===== config.mk =====
export PLATFORM = sky130hd
export DESIGN_NAME = gate_truth_sequencer
export DESIGN_NICKNAME = d
export VERILOG_FILES = /design/src/rtl/gate_truth_sequencer.sv
export SDC_FILE = /design/constraint.sdc
export NUM_CORES = 1
export LEC_CHECK = 0
export ABC_AREA = 1
export BUFFER_PORTS_ARGS = -buffer_cell sky130_fd_sc_hd__buf_4
export CAP_MARGIN = 0
export CELL_PAD_IN_SITES_DETAIL_PLACEMENT = 0
export CELL_PAD_IN_SITES_GLOBAL_PLACEMENT = 1
export CORE_MARGIN = 5
export CORE_UTILIZATION = 47
export CTS_BUF_LIST = sky130_fd_sc_hd__clkbuf_8
export CTS_CLUSTER_DIAMETER = 50
export DETAILED_ROUTE_END_ITERATION = 8
export PLACE_DENSITY = 0.95
export SETUP_SLACK_MARGIN = 0.3
export SLEW_MARGIN = 20
export SYNTH_ARGS = -nofsm -noshare
export SYNTH_HDL_FRONTEND = slang
export SYNTH_SLANG_ARGS = --single-unit

===== constraint.sdc =====
create_clock -name clk -period 4.6 [get_ports clk]
set_input_delay 0.46 -clock clk [delete_from_list [all_inputs] [get_ports clk]]
set_output_delay 0.46 -clock clk [all_outputs]
set_load 0.02 [all_outputs]

===== src/rtl/gate_truth_sequencer.sv =====
// gate_truth_sequencer
// Drives a 2-input gate under test through the input vectors {a,b} = 00,01,10,11.
// Each vector is held for HOLD_CYCLES clocks. At the end of the hold window the
// gate output y_in is compared with EXP_TABLE[{a,b}]. The stage reports an error
// count, a pass flag and a one-cycle done pulse.
// Optional build macro GATE_SEQ_FAIL_MASK_EN adds a per-vector fail_mask output.
module gate_truth_sequencer #(
    parameter int unsigned HOLD_CYCLES = 4,
    parameter logic [3:0]  EXP_TABLE   = 4'b0001
) (
    input  logic       clk,
    input  logic       rst_n,
    input  logic       start,
    input  logic       y_in,
    output logic       a,
    output logic       b,
    output logic       busy,
    output logic       done,
    output logic       pass,
    output logic [2:0] err_count,
    output logic [1:0] vec_idx
`ifdef GATE_SEQ_FAIL_MASK_EN
    ,
    output logic [3:0] fail_mask
`endif
);

    // Terminal value of the hold counter; the sample edge is the one leaving it.
    localparam logic [7:0] HOLD_LAST = 8'(HOLD_CYCLES - 1);

    typedef enum logic [1:0] {
        S_IDLE  = 2'd0,
        S_DRIVE = 2'd1,
        S_DONE  = 2'd2
    } state_t;

    state_t     state, state_nxt;
    logic [7:0] hold_cnt, hold_cnt_nxt;
    logic [1:0] vec_idx_nxt;
    logic       a_nxt, b_nxt;
    logic       busy_nxt, done_nxt, pass_nxt;
    logic [2:0] err_count_nxt;
    logic       mismatch;
    logic [2:0] err_inc;
`ifdef GATE_SEQ_FAIL_MASK_EN
    logic [3:0] fail_mask_nxt;
`endif

    // Compare the sampled gate output against the expected truth-table bit.
    function automatic logic is_mismatch(input logic y, input logic [1:0] idx);
        return y != EXP_TABLE[idx];
    endfunction

    // Mismatch of the current sample and the error count it would produce.
    always_comb begin
        mismatch = is_mismatch(y_in, vec_idx);
        err_inc  = err_count + {2'b00, mismatch};
    end

    // Next-state and next-output logic. All outputs are registered from these values.
    always_comb begin
        state_nxt     = state;
        hold_cnt_nxt  = hold_cnt;
        vec_idx_nxt   = vec_idx;
        a_nxt         = a;
        b_nxt         = b;
        busy_nxt      = busy;
        done_nxt      = 1'b0;
        pass_nxt      = pass;
        err_count_nxt = err_count;
`ifdef GATE_SEQ_FAIL_MASK_EN
        fail_mask_nxt = fail_mask;
`endif
        case (state)
            S_IDLE: begin
                a_nxt    = 1'b0;
                b_nxt    = 1'b0;
                busy_nxt = 1'b0;
                if (start) begin
                    state_nxt     = S_DRIVE;
                    hold_cnt_nxt  = 8'd0;
                    vec_idx_nxt   = 2'd0;
                    busy_nxt      = 1'b1;
                    pass_nxt      = 1'b0;
                    err_count_nxt = 3'd0;
`ifdef GATE_SEQ_FAIL_MASK_EN
                    fail_mask_nxt = 4'b0000;
`endif
                end
            end
            S_DRIVE: begin
                if (hold_cnt == HOLD_LAST) begin
                    // This edge ends the hold window, so the gate output is judged here.
                    err_count_nxt = err_inc;
`ifdef GATE_SEQ_FAIL_MASK_EN
                    fail_mask_nxt[vec_idx] = fail_mask[vec_idx] | mismatch;
`endif
                    hold_cnt_nxt = 8'd0;
                    if (vec_idx != 2'd3) begin
                        vec_idx_nxt    = vec_idx + 2'd1;
                        {a_nxt, b_nxt} = vec_idx + 2'd1;
                    end else begin
                        state_nxt   = S_DONE;
                        vec_idx_nxt = 2'd0;
                        a_nxt       = 1'b0;
                        b_nxt       = 1'b0;
                        busy_nxt    = 1'b0;
                        done_nxt    = 1'b1;
                        pass_nxt    = (err_inc == 3'd0);
                    end
                end else begin
                    hold_cnt_nxt = hold_cnt + 8'd1;
                end
            end
            S_DONE: begin
                // The done pulse lasts one cycle. A start seen here is dropped on purpose.
                state_nxt = S_IDLE;
                a_nxt     = 1'b0;
                b_nxt     = 1'b0;
                busy_nxt  = 1'b0;
            end
            default: begin
                state_nxt = S_IDLE;
                a_nxt     = 1'b0;
                b_nxt     = 1'b0;
                busy_nxt  = 1'b0;
            end
        endcase
    end

    // State and result registers. Reset abandons any partial run.
    always_ff @(posedge clk or negedge rst_n) begin
        if (!rst_n) begin
            state     <= S_IDLE;
            hold_cnt  <= 8'd0;
            vec_idx   <= 2'd0;
            a         <= 1'b0;
            b         <= 1'b0;
            busy      <= 1'b0;
            done      <= 1'b0;
            pass      <= 1'b0;
            err_count <= 3'd0;
        end else begin
            state     <= state_nxt;
            hold_cnt  <= hold_cnt_nxt;
            vec_idx   <= vec_idx_nxt;
            a         <= a_nxt;
            b         <= b_nxt;
            busy      <= busy_nxt;
            done      <= done_nxt;
            pass      <= pass_nxt;
            err_count <= err_count_nxt;
        end
    end

`ifdef GATE_SEQ_FAIL_MASK_EN
    // Per-vector mismatch record. It is held and cleared together with err_count.
    always_ff @(posedge clk or negedge rst_n) begin
        if (!rst_n) begin
            fail_mask <= 4'b0000;
        end else begin
            fail_mask <= fail_mask_nxt;
        end
    end
`endif

endmodule


---- Word-level counts from Yosys, hierarchy flattened ----
Cells that the tools add are included.
word-level totals
  register bits after elaboration ......... 20
  word-level logic and storage cells ...... 61
cells by class
  $add $sub $neg .......................... 3
  $lt $le $gt $ge ......................... 1
  eq/ne operators ......................... 7
  muxes and demuxes ....................... 33
  reduce and logical (&&, ||, !) cells .... 8
operators with widths
  kind                 number
  $mux 1               16
  $mux 8               2
  $pmux 8 s2           1
  $mux 2               6
  $add 8x1->8 const B  1
  $eq 8x2->1 const B   1
  $ne 2x2->1 const B   4
  $pmux 2 s2           2
  $mux 3               2
  $pmux 3 s2           1
  $reduce_and 3->1     2
  $pmux 1 s2           2
  $reduce_and 2->1     2
  $reduce_and 4->1     1
  $add 3x1->3          1
  $logic_not 3->1      1
  $lt 2x3->1 const B   1
  $add 2x1->2 const B  1
  $bmux 1 s2           1
  $eq 2x1->1 const B   1
  $logic_not 2->1      1
  $reduce_bool 2->1    1
  $ne 1x1->1           1

---- Logic depth before layout (Yosys ltp) ----
Gate-level depths: netlist of run 1.
  word-level depth ........................ 8
  mapped depth ............................ 11

---- Worst setup path before layout of run 1 ----
No wires, ideal clock.
  path kind ............................... reg-to-reg
  start ................................... reg vec_idx[0]
  end ..................................... reg pass
  library setup time ...................... 65 ps
  arrival time ............................ 1722 ps
  slack ................................... 2813 ps
  cell stages (with the launch flop) ...... 11
  buffers on the path ..................... 0
  clock period less this slack ............ 1787 ps
  cell sequence ........................... dfrtp_1 > inv_1 > ha_1 > xor2_1 > ha_1 > ha_1 > nor2_1 > nand2_1 > nor2_1 > nand4_1 > nand2_1
between the ends
  longest elaborated chain between the ends .. 8
  elaborated cells on any way between the ends .. 11
  those cells by class .................... 1 x add/sub; 3 x eq/ne; 5 x mux; 2 x reduce/logical
ends and longest elaborated chain
  item                          line  source
  start, declared               21    output logic [1:0] vec_idx
  start signal, assigned        146   vec_idx <= vec_idx_nxt;
  $bmux 1 s2                    51    return y != EXP_TABLE[idx];
  $mux 1 (implied by the code)  51
  $ne 1x1->1                    51
  $add 3x1->3                   57    err_inc = err_count + {2'b00, mismatch};
  $logic_not 3->1               109   pass_nxt = (err_inc == 3'd0);
  $mux 1                        99    if (vec_idx != 2'd3) begin
  $mux 1                        92    if (hold_cnt == HOLD_LAST) begin
  $pmux 1 s2                    74    case (state)
  end signal, assigned          151   pass <= pass_nxt;
  end, declared                 19    output logic pass,
Several ways; a longest one is shown, not always the timed one. The select of a mux whose other input is x is not followed.
A chain may end at the register's enable or synchronous reset.

---- Final worst setup path of run 1 ----
Ends and elaborated chain as after synthesis.

==> results of run 1 <==
metrics by stage:
step	area (sq um)	hold WS, ns
floorplan	1095	0.1644
global placement	1216	0.3495
detailed placement	1216	0.3536
CTS	1271	0.07437
global route	1271	0.08178
finish	1271	0.06701
metal layers:
metal	routed length [um]	track usage [%]
met5	0	0
met2	1027	23.92
met1	928	18.50
met4	11	3.974
met3	47	3.341
cell type report:
class                           instances  area (sq um)  area share (%)
Multi-Input combinational cell         95         508.0           39.96
Inverter                               20         75.07           5.906
Timing Repair Buffer                   13         97.59           7.677
Clock buffer                            4         55.05           4.331
Tap cell                               28         35.03           2.756
Sequential cell                        20         500.5           39.37
worst paths after layout:
| path | start | end | slack (ns) |
|---|---|---|---|
| max in group asynchronous | rst_n | hold_cnt[5] | 4.32 |
| min reg2reg | busy | busy | 0.48 |
| max reg2reg | vec_idx[0] | pass | 2.83 |
| min | rst_n | vec_idx[0] | 0.07 |
| max | vec_idx[0] | pass | 2.83 |
| min in group clk | busy | busy | 0.48 |
power groups by stage:
stage | Clock [mW] | Sequential [mW] | Combinational, mW
3_3_place_gp | 0 | 0.303 | 0.356
3_5_place_dp | 0 | 0.305 | 0.360
2_1_floorplan | 0 | 0.337 | 0.219
6_report | 0.133 | 0.302 | 0.356
5_1_grt | 0.147 | 0.315 | 0.412
4_1_cts | 0.137 | 0.303 | 0.361
Yosys cell counts, drive strengths merged:
cell / number / area (sq um)
buf: 1 / 11.26
dfrtp: 20 / 500.5
ha: 5 / 62.56
inv: 20 / 75.07
nand2: 48 / 205.2
nand3: 10 / 55.05
nand4: 6 / 37.54
nor2: 16 / 80.07
o21ai: 4 / 20.02
o22ai: 2 / 12.51
xnor2: 1 / 8.760
xor2: 3 / 26.28
cell families (layout without fill, tap and decap cells):
family	after synthesis	in the layout	synth area share, %
AND/OR/NAND/NOR	80	80	34.51
buffers and inverters	21	37	7.885
flip-flops	20	20	45.71
AO/OA/AOI/OAI	6	6	2.971
adder cells (fa/ha/maj)	5	5	5.714
XOR/XNOR	4	4	3.201
state kept, by name, summed over array words and instances, names as in the netlist:
register and flops:
hold_cnt 8, vec_idx 2, busy 1, b 1, done 1, state 2, a 1, err_count 3
pass 1
layout by cell type (no fill, tap or decap):
cell type  count
clkbuf_8       4
nand4_1        6
dfrtp_1       20
nand2_1       44
nor2_4         2
nand3_2        1
xnor2_1        1
inv_2          3
inv_1         17
nor2_1        12
nand3_1        9
nand2_2        1
ha_1           5
o22ai_1        2
xor2_1         3
nor2_2         2
buf_4         13
o21ai_0        4
nand2_4        3
==> results.md, run 1 <==
* Most frequent CP cell: ha_1
* DP HPWL at about 1.5 mm
* Clock buffer depth at 2
* Yosys reg bits at 20
* Antenna diodes at 0
* Vias in the first global route at between 800 and 900
* Sequential share of power at around two fifths
* Row cnt at 17
* CP endpoint kind: flop
* Syn nets at 145
* WP buf/inv at 1
* Ports at 14
* Critical path peak fanout at 4
* Core footprint at around 0.0022 sq mm
* Worst Skew at around 0.0040 ns
* Slew of the pin with the lowest slew margin at between 0.2 and 0.3 ns
* CP top delay family: adder cells
* Clk slew on worst S/H paths at 0.08 ns
* Setup CP Type: flop to flop
* Mapped Area at around 0.0011 sq mm
* Crit path time final at ~1.8 ns
* Share of cells above drive strength 1 at roughly a fifth
* Combinational power share at 45.0%
* Pins Over Slew Limit at 0
* CP Data Arrival Time at between 1.5 and 2 ns
* Total Neg Setup Slack at 0 ns
* Initial core utilization at 49.49%
* Setup Buffers After CTS at 0
* 1st-iter DRT viols at 13
* Wire length per cell at ~11 um
* Largest net degree at the start of global routing at 21
* Clk sinks at 20
* Distinct cell type count after synthesis at 18
* Fin worst setup slack at between 2 and 3 ns
* DR vias/cell at roughly 4.9
* Inserted Clock Buffers at 3
* Die width at a little under 60 um
* Detailed-route via count at 884
* Max_slew headroom at about four fifths
* RSZ-0062 raised after global routing: no
* Fin crit share at between 30% and 40%
* Leakage at slightly above 0.7 nW
* Switching Share at roughly two fifths
* Synth-to-layout area growth at 16.11%
* Non-Filler Instances at 180
* Inst Count DP at between 150 and 200
* Die area at between 0.003 and 0.004 sq mm
* Critical path depth in cells at 10
* Post-CTS sizing at 0
* Port bufs at 13
* Critical path's slowest cell: dfrtp_1
* Psw at 0.3307 mW
* Total routed wirelength at just over 2 mm
* Int Pwr at approximately 0.46 mW
* CP required at 4.80 ns
* # setup viols final at 0
* Hold WC Path Type: primary input to async pin
* Outcome: finished, final reports clean
* Fmax at 566.5 MHz
* # H-tree levels at 1
* Largest stage delay, worst path at approximately 0.4 ns
* DP Worst Slack at between 2 and 3 ns
* Die Y at between 50 and 60 um
* Cell Pwr Density at 622.3 mW/mm^2
* Cells along the critical path: inv_1, ha_1, xor2_1, ha_1, ha_1, nor2_1, nand2_1, nor2_1, nand4_1, nand2_1
* CTS Root Cell: clkbuf_8
* Hold Violations, Final at 0
* FF-to-FF path depth at 10
* Routability cong. at a little under 0.8
* Max cap viols at 0
* Hold buffer count at cts at 0
* Tot GR Track Use at 14.35%
* VDD IR max at around 0.00032 V
* Fill count at 213
* Post-route DRC violation count at 0
* Worst-skew pair later-pin latency at roughly 0.25 ns
* Post-route ant nets at 0
* Initial antenna violation count at 0
* Type of origin of the critical path: flop
* CTS tree: built
* Yosys warning count at 0
* Clock power share at 16.8%
* GR Overflow Total at 0
* Post-synthesis sequential area ratio at 45.71%
* Synth Area per Inst at between 8 and 9 sq um
* Pwr Total at 0.7911 mW
* Post-layout util at 57.47%
* DRT Pass-1 Iters at 4
* Nets at 162
* First-pass GRT wire length at ~3.8 mm
* Gate Count Post-Synth at between 100 and 150
Note: power is estimated with default switching activity, not from simulation.
==> inputs of run 2 (changes only) <==
--- a/config.mk
+++ b/config.mk
@@ -11,11 +11,11 @@
 export CELL_PAD_IN_SITES_DETAIL_PLACEMENT = 0
 export CELL_PAD_IN_SITES_GLOBAL_PLACEMENT = 1
 export CORE_MARGIN = 5
-export CORE_UTILIZATION = 47
+export CORE_UTILIZATION = 39
 export CTS_BUF_LIST = sky130_fd_sc_hd__clkbuf_8
 export CTS_CLUSTER_DIAMETER = 50
 export DETAILED_ROUTE_END_ITERATION = 8
-export PLACE_DENSITY = 0.95
+export PLACE_DENSITY = 0.87
 export SETUP_SLACK_MARGIN = 0.3
 export SLEW_MARGIN = 20
 export SYNTH_ARGS = -nofsm -noshare
==> constraint.sdc (replaced) <==
create_clock -name clk -period 1.45 [get_ports clk]
set_input_delay 0.145 -clock clk [delete_from_list [all_inputs] [get_ports clk]]
set_output_delay 0.145 -clock clk [all_outputs]
set_load 0.02 [all_outputs]
==> results.md, run 2 (synthesized netlist as in run 1, its figures left out) <==
* Outcome: finished, violations left (was finished, final reports clean)
* Failing checks: negative setup slack
* CP required at 1.64 ns (was 4.80 ns)
* Port bufs at 13 (unchanged)
* Routability cong. at 0.8104 (was 0.7764)
* Cells along the critical path: inv_2, ha_4, xor2_1, ha_2, ha_4, nor2_2, nand2_1, nor2_1, nand4_1, nand2_1 (was inv_1, ha_1, xor2_1, ha_1, ha_1, nor2_1, nand2_1, nor2_1, nand4_1, nand2_1)
* Max cap viols at 0 (unchanged)
* Initial core utilization at 40.05% (was 49.49%)
* Hold Crit Start: start
* Crit path time final at 1.576 ns (was 1.765 ns)
* GR Overflow Total at 0 (unchanged)
* CTS tree: built (unchanged)
* Most frequent cells in the layout: nand2_1, buf_4, dfrtp_1 (was nand2_1, dfrtp_1, inv_1, buf_4, nor2_1)
* Setup CP Type: flop to flop (unchanged)
* Antenna diodes at 0 (unchanged)
* # H-tree levels at 1 (unchanged)
* DP Worst Slack at -0.1526 ns (was 2.846 ns)
* DR vias/cell at 4.995 (was 4.911)
* Fin crit share at 108.7% (was 38.37%)
* Post-route DRC violation count at 0 (unchanged)
* Largest net degree at the start of global routing at 21 (unchanged)
* Tot GR Track Use at 13.31% (was 14.35%)
* Largest stage delay, worst path at 0.41 ns (was 0.40 ns)
* Total routed wirelength at 2.522 mm (was 2.015 mm)
* CP endpoint kind: flop (unchanged)
* Core footprint at 0.002734 sq mm (was 0.002212 sq mm)
* Largest register FFs at 8 (unchanged)
* DRT Pass-1 Iters at 4 (unchanged)
* Cell Pwr Density at 2021 mW/mm^2 (was 622.3 mW/mm^2)
* R2R Path End: pass (unchanged)
* Worst Hold End: state[0]
* Fill count at 227 (was 213)
* Nets at 175 (was 162)
* Initial antenna violation count at 0 (unchanged)
* Flop2flop setup slack at -0.13 ns (was 2.83 ns)
* First-pass GRT wire length at 4.222 mm (was 3.795 mm)
* Leading cell type in the layout, fill and taps excluded: nand2_1 (unchanged)
* Clock buffer depth at 2 (unchanged)
* FF-to-FF path depth at 10 (unchanged)
* CTS Root Cell: clkbuf_8 (unchanged)
* Top reg by flops: hold_cnt (unchanged)
* Max_slew headroom at 78.88% (was 80.99%)
* Sequential Area at 506.7 sq um (was 500.5 sq um)
* Die Y at 62.98 um (was 58.27 um)
* VDD IR max at 0.001082 V (was 0.0003202 V)
* Pins Over Slew Limit at 0 (unchanged)
* Leakage at 0.7881 nW (was 0.7194 nW)
* Detailed-route via count at 979 (was 884)
* RSZ-0062 raised after global routing: yes (was no)
* Inserted Clock Buffers at 3 (unchanged)
* Die area at 0.003966 sq mm (was 0.003395 sq mm)
* Worst Skew at 0.001978 ns (was 0.003953 ns)
* Hold WC Path Type: primary input to flop (was primary input to async pin)
* Slew of the pin with the lowest slew margin at 0.3160 ns (was 0.2822 ns)
* Top flop regs: hold_cnt (8), err_count (3) (unchanged)
* Post-route ant nets at 0 (unchanged)
* Hold Violations, Final at 0 (unchanged)
* CP Data Arrival Time at 1.77 ns (was 1.96 ns)
* Total Neg Setup Slack at -0.1258 ns (was 0 ns)
* Ports at 14 (unchanged)
* # setup viols final at 1 (was 0)
* DP HPWL at 1.679 mm (was 1.542 mm)
* Synth-to-layout area growth at 40.46% (was 16.11%)
* Fmax at 634.6 MHz (was 566.5 MHz)
* Row cnt at 19 (was 17)
* Fin worst setup slack at -0.1258 ns (was 2.835 ns)
* Vias in the first global route at 955 (was 867)
* Share of cells above drive strength 1 at 44.24% (was 19.08%)
* Wire length per cell at 12.87 um (was 11.19 um)
* Clk slew on worst S/H paths at 0.07 ns (was 0.08 ns)
* Critical path peak fanout at 2 (was 4)
* Worst-skew pair later-pin latency at 0.25 ns (about the same)
* Inst Count DP at 181 (was 176)
* Die width at 62.98 um (was 58.27 um)
* Non-Filler Instances at 196 (was 180)
* Multi-input logic area at 623.1 sq um (was 508.0 sq um)
* Worst R2R Start: vec_idx[0] (unchanged)
* WHS Path Cells at 3
* Clk sinks at 20 (unchanged)
* Critical path's slowest cell: dfrtp_2 (was dfrtp_1)
* Type of origin of the critical path: flop (unchanged)
* Pwr Total at 3.108 mW (was 0.7911 mW)
* 1st-iter DRT viols at 16 (was 13)
* Worst Hold Slack at 0.2534 ns (was 0.06701 ns)
run 2: cell types whose count changed in the layout (fill, tap and decap cells not counted), sizes merged:
cell and delta:
dlygate4sd3 +1, buf +12
run 2: report_power, final:
part / total [mW] / internal, mW / switching (mW)
Combinational: 1.70 / 0.805 / 0.899
Sequential: 0.991 / 0.772 / 0.219
Clock: 0.411 / 0.241 / 0.170
Total: 3.11 / 1.82 / 1.29
run 2: cell type report:
type | count | share of cell area (%)
inverter | 20 | 5.045
sequential | 20 | 32.95
multi-input combinational | 95 | 40.52
tap | 31 | 2.522
timing repair buffer | 26 | 15.38
clock buffer | 4 | 3.580
run 2: how the worst max path moves through the flow:
stage | end | start | cells past startpoint
after global placement | pass | vec_idx[1] | 10
after global routing | pass | vec_idx[0] | 10
after detailed placement | pass | vec_idx[1] | 10
final | pass | vec_idx[0] | 10
after floorplan | pass | vec_idx[1] | 10
after CTS | pass | vec_idx[1] | 10
run 2: worst max-delay path, delay by kind of cell, from the launching register on:
kind	cells	cell delay (ns)
buffers and inverters	1	0.07
xor gates and xnor gates	1	0.14
DFF	1	0.41
adders and majority gates	3	0.53
and+or+nand+nor	5	0.37
run 2: repair_timing:
item	4_1_cts	5_1_grt
hold buffers	1	0
hold endpoints to repair	20	0
setup endpoints to repair	17	20
pin swaps	12	16
resized for setup	9	28
setup buffers	3	7
run 2: per-stage QoR:
stage / cell area, sq um / util (%)
floorplan: 1137 / -
global placement: 1277 / 46.73
detailed placement: 1277 / 46.73
CTS: 1386 / 50.71
global route: 1538 / 56.25
finish: 1538 / 56.25
run 2: metal layers:
metal  GRT usage (%)  vias up  wire, um
met5               0        -         0
li1                -      485         -
met4           7.692        0        46
met1           15.16      475      1112
met2           22.56       15      1305
met3           2.878        4        57
